File: src/rtl/loader_pkg.sv
// Shared definitions for the program loader: FSM encoding and byte/word geometry.
package loader_pkg;

  // Bytes packed into one program word, and the counter width that walks them.
  localparam int BYTES_PER_WORD = 4;
  localparam int BCNT_W         = 2;
  localparam int WORD_W         = 8 * BYTES_PER_WORD;

  typedef enum logic [1:0] {
    ST_IDLE    = 2'd0,
    ST_RECEIVE = 2'd1,
    ST_WRITE   = 2'd2,
    ST_DONE    = 2'd3
  } state_e;

endpackage

File: src/rtl/word_assembler.sv
// Big-endian byte packer: first accepted byte ends up in the MSB of the word.
// The completed word is loaded into a holding register on the last byte, so
// it stays stable through the write cycle and afterwards until the next word.
module word_assembler
  import loader_pkg::*;
(
  input  logic              clk,
  input  logic              reset,
  input  logic              clear,
  input  logic              shift_en,
  input  logic [7:0]        byte_in,
  output logic [WORD_W-1:0] word,
  output logic              word_complete
);

  logic [WORD_W-9:0] part;
  logic [BCNT_W-1:0] cnt;

  // The byte being shifted in this cycle is the last one of the word.
  assign word_complete = shift_en && (cnt == BCNT_W'(BYTES_PER_WORD - 1));

  // Partial-word shift register, byte counter and completed-word register.
  always_ff @(posedge clk or posedge reset) begin
    if (reset) begin
      part <= '0;
      cnt  <= '0;
      word <= '0;
    end else if (clear) begin
      part <= '0;
      cnt  <= '0;
    end else if (shift_en) begin
      cnt <= cnt + 1'b1;
      if (word_complete) begin
        word <= {part, byte_in};
        part <= '0;
      end else begin
        part <= {part[WORD_W-17:0], byte_in};
      end
    end
  end

endmodule

File: src/rtl/program_loader.sv
// Program loader: receives a byte stream, packs it into 32-bit words and
// writes them to the program memory load port while holding the core in reset.
module program_loader
  import loader_pkg::*;
#(
  parameter int                    MEMORY_DEPTH = 32,
  parameter int                    DATA_WIDTH   = 32,
  parameter logic [DATA_WIDTH-1:0] BASE_ADDRESS = '0,
  localparam int                   LEN_W        = $clog2(MEMORY_DEPTH + 1)
) (
  input  logic                  clk,
  input  logic                  reset,
  input  logic                  start_i,
  input  logic [LEN_W-1:0]      length_i,
  input  logic [7:0]            byte_data_i,
  input  logic                  byte_valid_i,
  output logic                  byte_ready_o,
  output logic                  write_enable_o,
  output logic [DATA_WIDTH-1:0] write_address_o,
  output logic [DATA_WIDTH-1:0] write_data_o,
  output logic                  cpu_hold_o,
  output logic                  busy_o,
  output logic                  done_o,
  output logic                  error_o
);

  localparam logic [1:0] IDLE    = ST_IDLE;
  localparam logic [1:0] RECEIVE = ST_RECEIVE;
  localparam logic [1:0] WRITE   = ST_WRITE;
  localparam logic [1:0] DONE    = ST_DONE;

  logic [1:0]            state;
  logic [LEN_W-1:0]      len_q;
  logic [LEN_W-1:0]      idx;
  logic [LEN_W-1:0]      idx_nxt;
  logic                  len_ok;
  logic                  accept;
  logic                  asm_clear;
  logic                  asm_complete;
  logic [DATA_WIDTH-1:0] asm_word;
  logic [DATA_WIDTH-1:0] addr_off;

  // A load must cover at least one word and fit in the memory.
  assign len_ok   = (length_i != '0) && (length_i <= LEN_W'(MEMORY_DEPTH));
  assign accept   = (state == RECEIVE) && byte_valid_i;
  assign idx_nxt  = idx + 1'b1;
  assign addr_off = DATA_WIDTH'({idx, 2'b00});

  // Byte counter restarts on every accepted load and after every write.
  assign asm_clear = ((state == IDLE) && start_i && len_ok) || (state == WRITE);

  word_assembler u_asm (
    .clk          (clk),
    .reset        (reset),
    .clear        (asm_clear),
    .shift_en     (accept),
    .byte_in      (byte_data_i),
    .word         (asm_word),
    .word_complete(asm_complete)
  );

  // Control outputs decode straight from the state register.
  assign byte_ready_o   = (state == RECEIVE);
  assign write_enable_o = (state == WRITE);
  assign done_o         = (state == DONE);
  assign busy_o         = (state != IDLE);
  assign cpu_hold_o     = (state != IDLE);
  assign write_data_o   = asm_word;

  // FSM, length latch, word index, write address and reject pulse.
  always_ff @(posedge clk or posedge reset) begin
    if (reset) begin
      state           <= IDLE;
      len_q           <= '0;
      idx             <= '0;
      write_address_o <= '0;
      error_o         <= 1'b0;
    end else begin
      error_o <= (state == IDLE) && start_i && !len_ok;
      case (state)
        IDLE: begin
          if (start_i && len_ok) begin
            len_q <= length_i;
            idx   <= '0;
            state <= RECEIVE;
          end
        end
        RECEIVE: begin
          // Address is captured with the last byte so it is valid in WRITE.
          if (asm_complete) begin
            write_address_o <= BASE_ADDRESS + addr_off;
            state           <= WRITE;
          end
        end
        WRITE: begin
          idx   <= idx_nxt;
          state <= (idx_nxt == len_q) ? DONE : RECEIVE;
        end
        DONE:    state <= IDLE;
        default: state <= IDLE;
      endcase
    end
  end

endmodule
File: config.mk
export PLATFORM = sky130hd
export DESIGN_NAME = program_loader
export DESIGN_NICKNAME = d
export VERILOG_FILES = /design/src/rtl/loader_pkg.sv /design/src/rtl/word_assembler.sv /design/src/rtl/program_loader.sv
export SDC_FILE = /design/constraint.sdc
export NUM_CORES = 1
export LEC_CHECK = 0
export BUFFER_PORTS_ARGS = -buffer_cell sky130_fd_sc_hd__buf_2
export CAP_MARGIN = 20
export CORE_UTILIZATION = 45
export CTS_CLUSTER_DIAMETER = 120
export DETAILED_ROUTE_END_ITERATION = 10
export GPL_TIMING_DRIVEN = 0
export MAX_ROUTING_LAYER = met4
export PLACE_DENSITY = 0.68
export SETUP_SLACK_MARGIN = 0.05
export SLEW_MARGIN = 20
export SYNTH_ARGS = -nofsm -noshare
export SYNTH_HDL_FRONTEND = slang
export SYNTH_HIERARCHICAL = 1
export SYNTH_SLANG_ARGS = --single-unit
File: constraint.sdc
create_clock -name clk -period 3.8 [get_ports clk]
set_clock_uncertainty 0.05 [all_clocks]
set_input_delay 0.19 -clock clk [delete_from_list [all_inputs] [get_ports clk]]
set_output_delay 0.19 -clock clk [all_outputs]
set_load 0.02 [all_outputs]
# [Word-level counts from Yosys, hierarchy flattened]
# Index checks and enable logic that the tools add are counted.
[totals] register_bits=79 out_inout_bits=70
[classes] addsub=2 order_cmp=1 eq_ne=7 muxes=11 n_bitwise=1 n_reduce_logical=19
[ops] op="24-bit 2-to-1 mux" count=3
[ops] op="6-bit case mux with 2 select lines" count=1
[ops] op="2-bit 2-to-1 mux" count=5
[ops] op="2-bit case mux with 4 select lines" count=1
[ops] op="2-bit AND reduction" count=4
[ops] op="1-bit logical AND" count=7
[ops] op="6-bit by 1-bit adder with 6-bit output (second input constant)" count=1
[ops] op="2-bit equality test (second input constant)" count=3
[ops] op="6-bit equality test" count=1
[ops] op="6-bit less-or-equal comparator (second input constant)" count=1
[ops] op="6-bit 2-to-1 mux" count=1
[ops] op="2-bit nonzero test" count=3
[ops] op="6-bit nonzero test" count=1
[ops] op="2-bit by 1-bit inequality test with 1-bit output (second input constant)" count=2
[ops] op="3-bit AND reduction" count=1
[ops] op="2-bit by 1-bit adder with 2-bit output (second input constant)" count=1
[ops] op="2-bit by 1-bit equality test with 1-bit output (second input constant)" count=1
[ops] op="2-bit zero test" count=1
[ops] op="1-bit zero test" count=1
[ops] op="1-bit logical OR" count=1
[ops] op="1-bit NOT" count=1

# [Depth between registers and ports, before layout]
# Gate-level depths: netlist of the first run.
[depth] word_depth=6 mapped_depth=9 ltp_nobuf=6

# [Modules after synthesis]
# Netlist of the first run, hierarchy kept.
[modules_own_cells] module="word_assembler" instances=1 cells_each=184 area_each_um2=2531.2
[modules_own_cells] module="program_loader" instances=1 cells_each=141 area_each_um2=1340.0

# [Worst setup path before layout of the first run]
# No wires, ideal clock.
[synth_timing] kind="input to register" start="in length_i[1]" end="reg u_asm.word[0]" setup_time_ns=0.125 arrival_ns=2.322 required_ns=3.625 path_slack_ns=1.303 stages=8 n_path_buf=2 cell_sequence="or4_1 > o21a_1 > nor3b_1 > o21ba_2 > buf_6 > nand3b_4 > buf_6 > mux2_4"
[synth_between] elab_chain_cells=6 elab_cells_between_ends=7 classes_between="order compare (1); bitwise (1); reduce/logical (5)"
[synth_lines] item="start, declared" line_no="program_loader.sv:14" text="input logic [LEN_W-1:0] length_i,"
[synth_lines] item="6-bit less-or-equal comparator / 6-bit nonzero test (equally long branches)" line_no="program_loader.sv:44" text="assign len_ok = (length_i != '0) && (length_i <= LEN_W'(MEMORY_DEPTH));"
[synth_lines] item="1-bit logical AND (*)" line_no="program_loader.sv:44"
[synth_lines] item="1-bit logical AND (*)" line_no="program_loader.sv:50" text="assign asm_clear = ((state == IDLE) && start_i && len_ok) || (state == WRITE);"
[synth_lines] item="1-bit logical OR (*)" line_no="program_loader.sv:50"
[synth_lines] item="via asm_clear" line_no="program_loader.sv:38" text="logic asm_clear;"
[synth_lines] item="1-bit NOT (no line) (*)"
[synth_lines] item="3-bit AND reduction (no line) (*)"
[synth_lines] item="end signal, assigned" line_no="word_assembler.sv:34" text="word <= {part, byte_in};"
[synth_lines] item="end, declared" line_no="word_assembler.sv:12" text="output logic [WORD_W-1:0] word,"
# Mark *: on every way through the listed nets, which the timed path passes. The rest lies on a longest branch.
# A chain may end at the register's enable or synchronous reset.

# [Worst setup path after layout of the first run]
[layout_timing] start="in length_i[1]" end="reg u_asm.word[15]"
# Same word-level chain as after synthesis.

==> results of run 1 <==
layout make-up:
type                       count  share of cell area
clock inverter                 7              0.0117
timing repair buffer          62              0.0687
tap                          105              0.0286
clock buffer                   9              0.0270
multi-input combinational    218               0.358
sequential                    79               0.431
inverter                       7             0.00627
buffer                        46              0.0689
report_power, final:
group	leakage (nW)	internal, mW	switching, mW
Clock	0.0827	0.242	0.321
Combinational	1.30	0.813	0.843
Sequential	0.989	1.22	0.292
stage by stage:
stage | setup WS [ns] | instance area, sq um
after floorplan | 1.30 | 3970
after global placement | 0.699 | 4400
after detailed placement | 0.666 | 4400
after CTS | 1.06 | 4590
after global routing | 0.968 | 4590
final | 1.06 | 4590
worst max-delay path: cells and delay by family:
| kind | cells | cell delay (ns) |
|---|---|---|
| AND/OR/NAND/NOR | 3 | 1.54 |
| AO/OA/AOI/OAI | 2 | 0.45 |
| buffers and inverters | 3 | 0.43 |
| multiplexers | 1 | 0.31 |
timing repair:
action,4_1_cts,5_1_grt
endpoints found under the hold margin,73,0
setup endpoints to repair,0,0
hold buffers,1,0
routing by layer:
layer	global-route usage	vias up	share of wire
met5	-	-	0
met4	0.0530	0	0.0043
met3	0.0386	5	0.040
met2	0.306	66	0.50
met1	0.234	1276	0.46
li1	-	1253	-
cell usage in the layout, fill, tap and decap left out, types with 3 or more instances in the layout:
cell type	n
xnor2_1	6
inv_6	3
clkbuf_8	9
clkbuf_1	10
o21ai_0	11
nor2_1	7
mux2_4	36
mux2_2	4
nand2_1	12
nand3b_1	24
conb_1	26
o311ai_0	4
and2_1	5
buf_2	65
a21oi_1	24
buf_6	5
xor2_1	3
dfrtp_1	79
o21a_1	3
nand2b_1	27
inv_1	6
nor3_1	4
clkinvlp_4	3
nand3_1	5
buf_4	27
registers in the layout, indices dropped and copies added, names as in the netlist:
register and cells:
error_o 1, idx 6, len_q 6, state 2
u_asm/cnt 2, u_asm/part 24, u_asm/word 32, write_address_o 6
worst paths after layout:
path / cells after the start / start / slack (ns) / end
worst max register to register: 8 / state[0] / 1.44 / write_address_o[2]
worst min register to register: 2 / write_address_o[5] / 0.44 / write_address_o[5]
min in group asynchronous: 3 / reset / 0.50 / u_asm/word[8]
worst min-delay path: 2 / length_i[4] / 0.03 / len_q[4]
worst max-delay path: 9 / length_i[1] / 1.06 / u_asm/word[15]
max in group asynchronous: 3 / reset / 2.64 / idx[3]
cell families after synthesis:
logic type | Yosys count | synth area share
mux | 42 | 0.156
simple gates | 93 | 0.148
buf+inv | 53 | 0.0886
compound gates | 46 | 0.0685
xor+xnor | 9 | 0.0204
flops | 79 | 0.511
other cells | 1 | 0.000969
fa+ha+maj | 2 | 0.00646
==> reports/qor.yml, run 1 <==
crit_path_frequent_cell: "buf_6"
fin_crit_sh: 0.722
cellLeakagePower_nw: 2.37
cts_tree: "yes"
p_per_area_nw_per_um2: 813
ys.flop_type: "dfrtp_1"
cp-start-kind: "input pin"
hold_viol_final: 0
num-nets-final: 443
cts_setup_buffers: 0
synth.most_common_cell: "dfrtp_1"
crit_slowest_cell: "nor3b_1"
area_growth_pct: 18.6
required_ns: 3.99
endpoint_kind: "flip-flop"
die_x_um: 94.8
synthArstFlopShare: 1.00
ant_nets: 0
drc: 0
clock-sinks: 79
place_hpwl_um: 5480
dieArea_sq_um: 8980
seqCellArea_sq_um: 1980
synthCells: 325
groute.usage.overall: 0.187
dr.pass1.iters: 4
drv_cap: 0
ys_warn_count: 6
drtIter0Drc: 150
post_drt_via_cell_ratio: 4.88
max_clock_freq_mhz: 365
netlist-cell-type-count: 35
ys_seq_area_frac: 0.511
io_buffers: 61
h-tree-depth: 3
place_congestion: 0.828
synth_seq_cells: 79
die_y_um: 94.8
cts_resized: 0
grt_overflow_total: 0
drt_wl_total_um: 7690
numPlacedInstances: 516
clk_latency_ns: 0.35
cp.arrival_ns: 2.93
ir_worst_vdd_mv: 0.455
cts_made_buffers: 9
status: "completed"
cp_cell_sequence: "buf_2 > or4_1 > o21a_1 > nor3b_1 > o21ba_2 > buf_6 > nand3b_4 > buf_6 > mux2_4"
io_pins: 88
fillers: 738
n_antenna_cell: 0
yosys-top-cells-area: "dfrtp_1 (51%), mux2_4 (14%), buf_4 (5.2%)"
grt_pass1_vias: 2530
worst_hold_slack_ns: 0.0289
clkTransAtPathRegs_ns: 0.08
worst_slew_pin_slew_ns: 0.971
synth_enable_flop_cells: 0
num_rows: 33
cts_root_buffer: "clkbuf_8"
fin_tns_setup_ns: 0
fin_cells: 533
start_util: 0.469
relSlewSlack: 0.352
p_total_mw: 3.73
synth_commonest_cells: "dfrtp_1 (79), mux2_4 (36), buf_4 (27), nand2b_1 (27)"
grt_first_pass_wirelength_um: 12500
syn_area_sq_um: 3870
finalSetupViolations: 0
multi_input_area_sq_um: 1650
synth_top_area_share: 0.511
hp-class: "in2reg"
clock_path_buffers: 2
dr_total_vias: 2600
grt_max_degree: 59
crit_fanout: 10
antenna_found_initial: 0
synth_top_cell_by_area: "dfrtp_1"
core_sq_um: 8260
drive_above_1_share: 0.367
drv_slew: 0
rsz0062_at_grt: "false"
final_util: 0.556
syn_area_per_cell_sq_um: 11.9
wl_per_cell_um: 14.4
min_period_ns: 2.74
slowest_delay_ns: 0.80
crit_type: "in2reg"
Note: power is estimated with default switching activity, not from simulation.
==> run 2: changes to the inputs <==
--- a/config.mk
+++ b/config.mk
@@ -12,7 +12,7 @@
 export DETAILED_ROUTE_END_ITERATION = 10
 export GPL_TIMING_DRIVEN = 0
 export MAX_ROUTING_LAYER = met4
-export PLACE_DENSITY = 0.68
+export PLACE_DENSITY = 0.71
 export SETUP_SLACK_MARGIN = 0.05
 export SLEW_MARGIN = 20
 export SYNTH_ARGS = -nofsm -noshare
==> constraint.sdc (replaced) <==
create_clock -name clk -period 2.2 [get_ports clk]
set_clock_uncertainty 0.05 [all_clocks]
set_input_delay 0.11 -clock clk [delete_from_list [all_inputs] [get_ports clk]]
set_output_delay 0.11 -clock clk [all_outputs]
set_load 0.02 [all_outputs]
==> run 2 against run 1 <==
Against the previous run: clock power up 79%; routed wire length up 0.59%; non-clock buffer count up 18; sequential cell count unchanged; power up 76%; core utilization up 2.7 points; critical endpoint is now u_asm/word[5]; highest routed layer unchanged.
==> reports/qor.yml, run 2 (synthesis gave the netlist of run 1 again) <==
largest_reg_flops: 32
regMostFlops: "u_asm/word"
worst_slack_ns: 0.113
place_hpwl_um: 5360
clkTransAtPathRegs_ns: 0.08
reg.largest.list: "u_asm/word: 32 flops, u_asm/part: 24 flops"
endpoint_kind: "flip-flop"
layout_common_cells: "dfrtp_1 (78), buf_2 (64), mux2_4 (36)"
drv_slew: 0
relSlewSlack: 0.471
io_pins: 88
die_y_um: 94.8
dr.pass1.iters: 4
h-tree-depth: 3
crit_type: "in2reg"
grt_overflow_total: 0
drtIter0Drc: 58
start_util: 0.469
p_per_area_nw_per_um2: 1360
core_sq_um: 8260
area_growth_pct: 24.5
max_clock_freq_mhz: 479
required_ns: 2.38
grt_max_degree: 59
antenna_found_initial: 0
num_rows: 33
wl_per_cell_um: 14.0
postLayoutCellArea_sq_um: 4820
post_drt_via_cell_ratio: 4.76
worst_slew_pin_slew_ns: 0.793
drc: 0
final_common_cell: "dfrtp_1"
finalSetupViolations: 0
drv_cap: 0
ir_worst_vdd_mv: 0.843
groute.usage.overall: 0.191
fin_crit_sh: 0.949
cts_tree: "yes"
hold_viol_final: 0
place_congestion: 0.818
grt_pass1_vias: 2634
num-nets-final: 461
crit_fanout: 10
cellLeakagePower_nw: 2.48
cp-start-kind: "input pin"
io_buffers: 61
dieArea_sq_um: 8980
place_ws_ns: -0.344
clk_latency_ns: 0.34
drt_wl_total_um: 7740
cp.arrival_ns: 2.26
status: "completed"
placedInstanceArea_sq_um: 4430
n_antenna_cell: 0
grt_first_pass_wirelength_um: 12900
die_x_um: 94.8
final_util: 0.583
rsz0062_at_grt: "false"
fillers: 703
ant_nets: 0
clock-sinks: 79
dr_total_vias: 2622
cts_root_buffer: "clkbuf_8"
hp-class: "in2reg"
min_period_ns: 2.09
cts_made_buffers: 9
clock_path_buffers: 2
drive_above_1_share: 0.372
[run 2: changes by cell type in the layout (fill, tap and decap cells not counted), moves of 2 or more]
cell and change:
buf_4 +3, clkinv_4 +2, clkinvlp_4 -2, dlygate4sd3_1 +15
[run 2: layer usage]
layer,track usage,share of wire
met1,0.247,0.47
met2,0.310,0.49
met3,0.0467,0.040
met4,0.0316,0.0052
met5,-,0
[run 2: path summary, 6_finish.rpt]
| check | from | slack, ns | cells after the start | end |
|---|---|---|---|---|
| min in group asynchronous | reset | 0.39 | 3 | u_asm/part[1] |
| setup / recovery | length_i[0] | 0.11 | 9 | u_asm/word[5] |
| hold / removal | length_i[4] | 0.14 | 5 | error_o |
| hold reg to reg | write_address_o[6] | 0.44 | 2 | write_address_o[6] |
| setup reg to reg | state[1] | 0.19 | 6 | u_asm/word[5] |
| max in group asynchronous | reset | 1.11 | 3 | state[0] |
[run 2: per-stage QoR]
stage          power (mW)  TNS (ns)  instances  hold WS (ns)
2_1_floorplan        4.73         0        350        0.0365
3_3_place_gp         5.42    -18.30        516         0.270
3_5_place_dp         5.52    -13.67        516         0.246
4_1_cts              6.59         0        549         0.119
5_1_grt              7.02         0        551         0.151
6_report             6.57         0        551         0.141
[run 2: area by class of cell]
class	count	area [sq um]	share of cell area
buffer	46	330	0.0686
clock buffer	10	138	0.0286
clock inverter	6	51.3	0.0106
inverter	7	28.8	0.00597
multi-input combinational	218	1670	0.347
sequential	79	1980	0.411
tap	105	131	0.0273
timing repair buffer	80	488	0.101
[run 2: critical path, cell delays in order]
cell and delay (ns):
dlygate4sd3_1 0.54, buf_2 0.14, o21a_1 0.23, nor3b_4 0.25
o21ba_2 0.16, buf_6 0.12, nand3b_4 0.19, buf_6 0.20
mux2_4 0.31
[run 2: repair_timing]
| item | in CTS | in global routing |
|---|---|---|
| setup buffers | 1 | 2 |
| endpoints found under the setup margin | 23 | 6 |
| hold endpoints to repair | 101 | 0 |
| hold buffers | 16 | 0 |
| gates resized for setup | 2 | 6 |
| pin swaps | 1 | 0 |
[run 2: report_power, final]
group / total, mW / internal, mW / switching (mW)
logic: 2.95 / 1.46 / 1.49
registers: 2.60 / 2.11 / 0.487
clock network: 1.01 / 0.456 / 0.557
total: 6.57 / 4.03 / 2.53
==> run 3: changes to the inputs <==
--- a/config.mk
+++ b/config.mk
@@ -12,8 +12,9 @@
 export DETAILED_ROUTE_END_ITERATION = 10
 export GPL_TIMING_DRIVEN = 0
 export MAX_ROUTING_LAYER = met4
-export PLACE_DENSITY = 0.71
+export PLACE_DENSITY = 0.68
 export SETUP_SLACK_MARGIN = 0.05
+export SKIP_LAST_GASP = 1
 export SLEW_MARGIN = 20
 export SYNTH_ARGS = -nofsm -noshare
 export SYNTH_HDL_FRONTEND = slang
==> constraint.sdc (replaced) <==
create_clock -name clk -period 2.55 [get_ports clk]
set_clock_uncertainty 0.05 [all_clocks]
set_input_delay 0.1275 -clock clk [delete_from_list [all_inputs] [get_ports clk]]
set_output_delay 0.1275 -clock clk [all_outputs]
set_load 0.02 [all_outputs]
==> run 3 against run 2 <==
Against the previous run: global-route usage rose by 0.21 points; final cell count fell by 0.54%; hold slack gained 0.088 ns; routed wire length grew 2.6%; first-iteration DRC count grew to 2.7 times the previous value; core utilization fell by 0.86 points; combinational power is 16% lower; cell area fell by 1.5%; clock power is 17% lower; critical path depth unchanged; critical path type unchanged; critical endpoint is now u_asm/word[15]; largest power group unchanged; highest routed layer unchanged.
==> reports/qor.yml, run 3 (synthesis gave the netlist of run 1 again) <==
grt_first_pass_wirelength_um: 13000
dr.pass1.iters: 4
crit_type: "in2reg"
status: "completed"
grt_util_met3: 0.0386
fillers: 716
worst_hold_slack_ns: 0.229
cts_setup_buffers: 0
required_ns: 2.74
reg.largest.list: "u_asm/word: 32 flops, u_asm/part: 24 flops"
cts_root_buffer: "clkbuf_8"
crit_slowest_cell: "or4_1"
grt_max_degree: 59
start_util: 0.469
rsz0062_at_grt: "false"
slowest_delay_ns: 0.59
n_antenna_cell: 0
area_growth_pct: 22.6
endpoint_kind: "flip-flop"
place_hpwl_um: 5480
dieArea_sq_um: 8980
grt_pass1_vias: 2612
cts_made_buffers: 9
r2r_end: "write_address_o[2]"
hold_depth: 5
final_util: 0.575
clock-sinks: 79
place_ws_ns: -0.522
multi_input_area_sq_um: 1650
drt_wl_total_um: 7930
r2r_cells: 8
cp-start-kind: "input pin"
post_drt_via_cell_ratio: 4.85
max_clock_freq_mhz: 418
ff2ff_setup_slack_ns: 0.18
cp_cell_sequence: "buf_2 > or4_1 > o21a_1 > nor3b_2 > o21ba_2 > buf_6 > nand3b_4 > buf_6 > mux2_4"
fin_tns_setup_ns: 0
io_buffers: 61
largest_reg_flops: 32
drv_slew: 0
min_period_ns: 2.39
r2r-start: "state[0]"
layout_common_cells: "dfrtp_1 (79), buf_2 (65), mux2_4 (36)"
io_pins: 88
hp-class: "in2reg"
fin_crit_sh: 0.939
top_usage_layer: "met2"
worst_slack_ns: 0.156
crit_fanout: 10
p_per_area_nw_per_um2: 1180
drv_cap: 0
min_to: "error_o"
cp.arrival_ns: 2.58
die_x_um: 94.8
regMostFlops: "u_asm/word"
antenna_found_initial: 0
cts_tree: "yes"
num-nets-final: 458
wl_per_cell_um: 14.5
drtIter0Drc: 156
die_y_um: 94.8
place_congestion: 0.828
met1_usage: 0.240
hold_viol_final: 0
clk_latency_ns: 0.35
grt.met2_usage: 0.318
clkTransAtPathRegs_ns: 0.08
clock_path_buffers: 2
p_total_mw: 5.59
h-tree-depth: 3
relSlewSlack: 0.455
ant_nets: 0
num_rows: 33
hp-start: "length_i[4]"
ir_worst_vdd_mv: 0.679
groute.usage.overall: 0.193
core_sq_um: 8260
worst_slew_pin_slew_ns: 0.816
drive_above_1_share: 0.357
dr_total_vias: 2658
finalSetupViolations: 0
grt_overflow_total: 0
drc: 0
cellLeakagePower_nw: 2.44
crit_path_frequent_cell: "buf_6"
seqCellArea_sq_um: 1980
final_common_cell: "dfrtp_1"
==> run 3: report_power, final <==
part           switching [mW]  internal [mW]  leakage, nW
sequential              0.433           1.82        0.989
combinational            1.27           1.23         1.37
clock                   0.479          0.361       0.0827
==> run 3: worst max-delay path: cells and delay by family <==
family,cells,cell delay [ns]
simple gates,3,1.26
buf+inv,3,0.44
mux,1,0.31
compound gates,2,0.44
==> run 3: repair_timing <==
item,4_1_cts,5_1_grt
hold endpoints to repair,98,0
endpoints found under the setup margin,32,0
hold buffers,16,0
resized for setup,1,0
==> run 3: metal layers <==
metal  wire length, um  share of wire
met1              3550           0.45
met2              4050           0.51
met3               263          0.033
met4                65         0.0082
met5                 0              0
==> run 3: through the flow <==
| stage | instances | instance area [sq um] |
|---|---|---|
| after global routing | 548 | 4750 |
| final | 548 | 4750 |
| after CTS | 548 | 4750 |
| after detailed placement | 516 | 4400 |
| after global placement | 516 | 4400 |
| after floorplan | 350 | 3970 |
==> run 3: final cells by class <==
cell class | instances | share of cell area
flip-flops and latches | 79 | 0.416
well taps | 105 | 0.0277
clock inverters | 7 | 0.0113
inverters | 7 | 0.00606
repair buffers | 77 | 0.0980
multi-input cells | 218 | 0.348
plain buffers | 46 | 0.0667
clock buffers | 9 | 0.0261
==> run 3: how the worst max path moves through the flow <==
| stage | from | endpoint | slack [ns] | cells past startpoint |
|---|---|---|---|---|
| final | length_i[1] | u_asm/word[15] | 0.16 | 9 |
| after global routing | state[0] | write_address_o[2] | 0.09 | 8 |
| after CTS | state[0] | write_address_o[2] | 0.20 | 8 |
| after detailed placement | length_i[1] | u_asm/word[12] | -0.52 | 9 |
| after global placement | length_i[1] | u_asm/word[9] | -0.49 | 9 |
| after floorplan | length_i[1] | u_asm/word[0] | 0.12 | 8 |
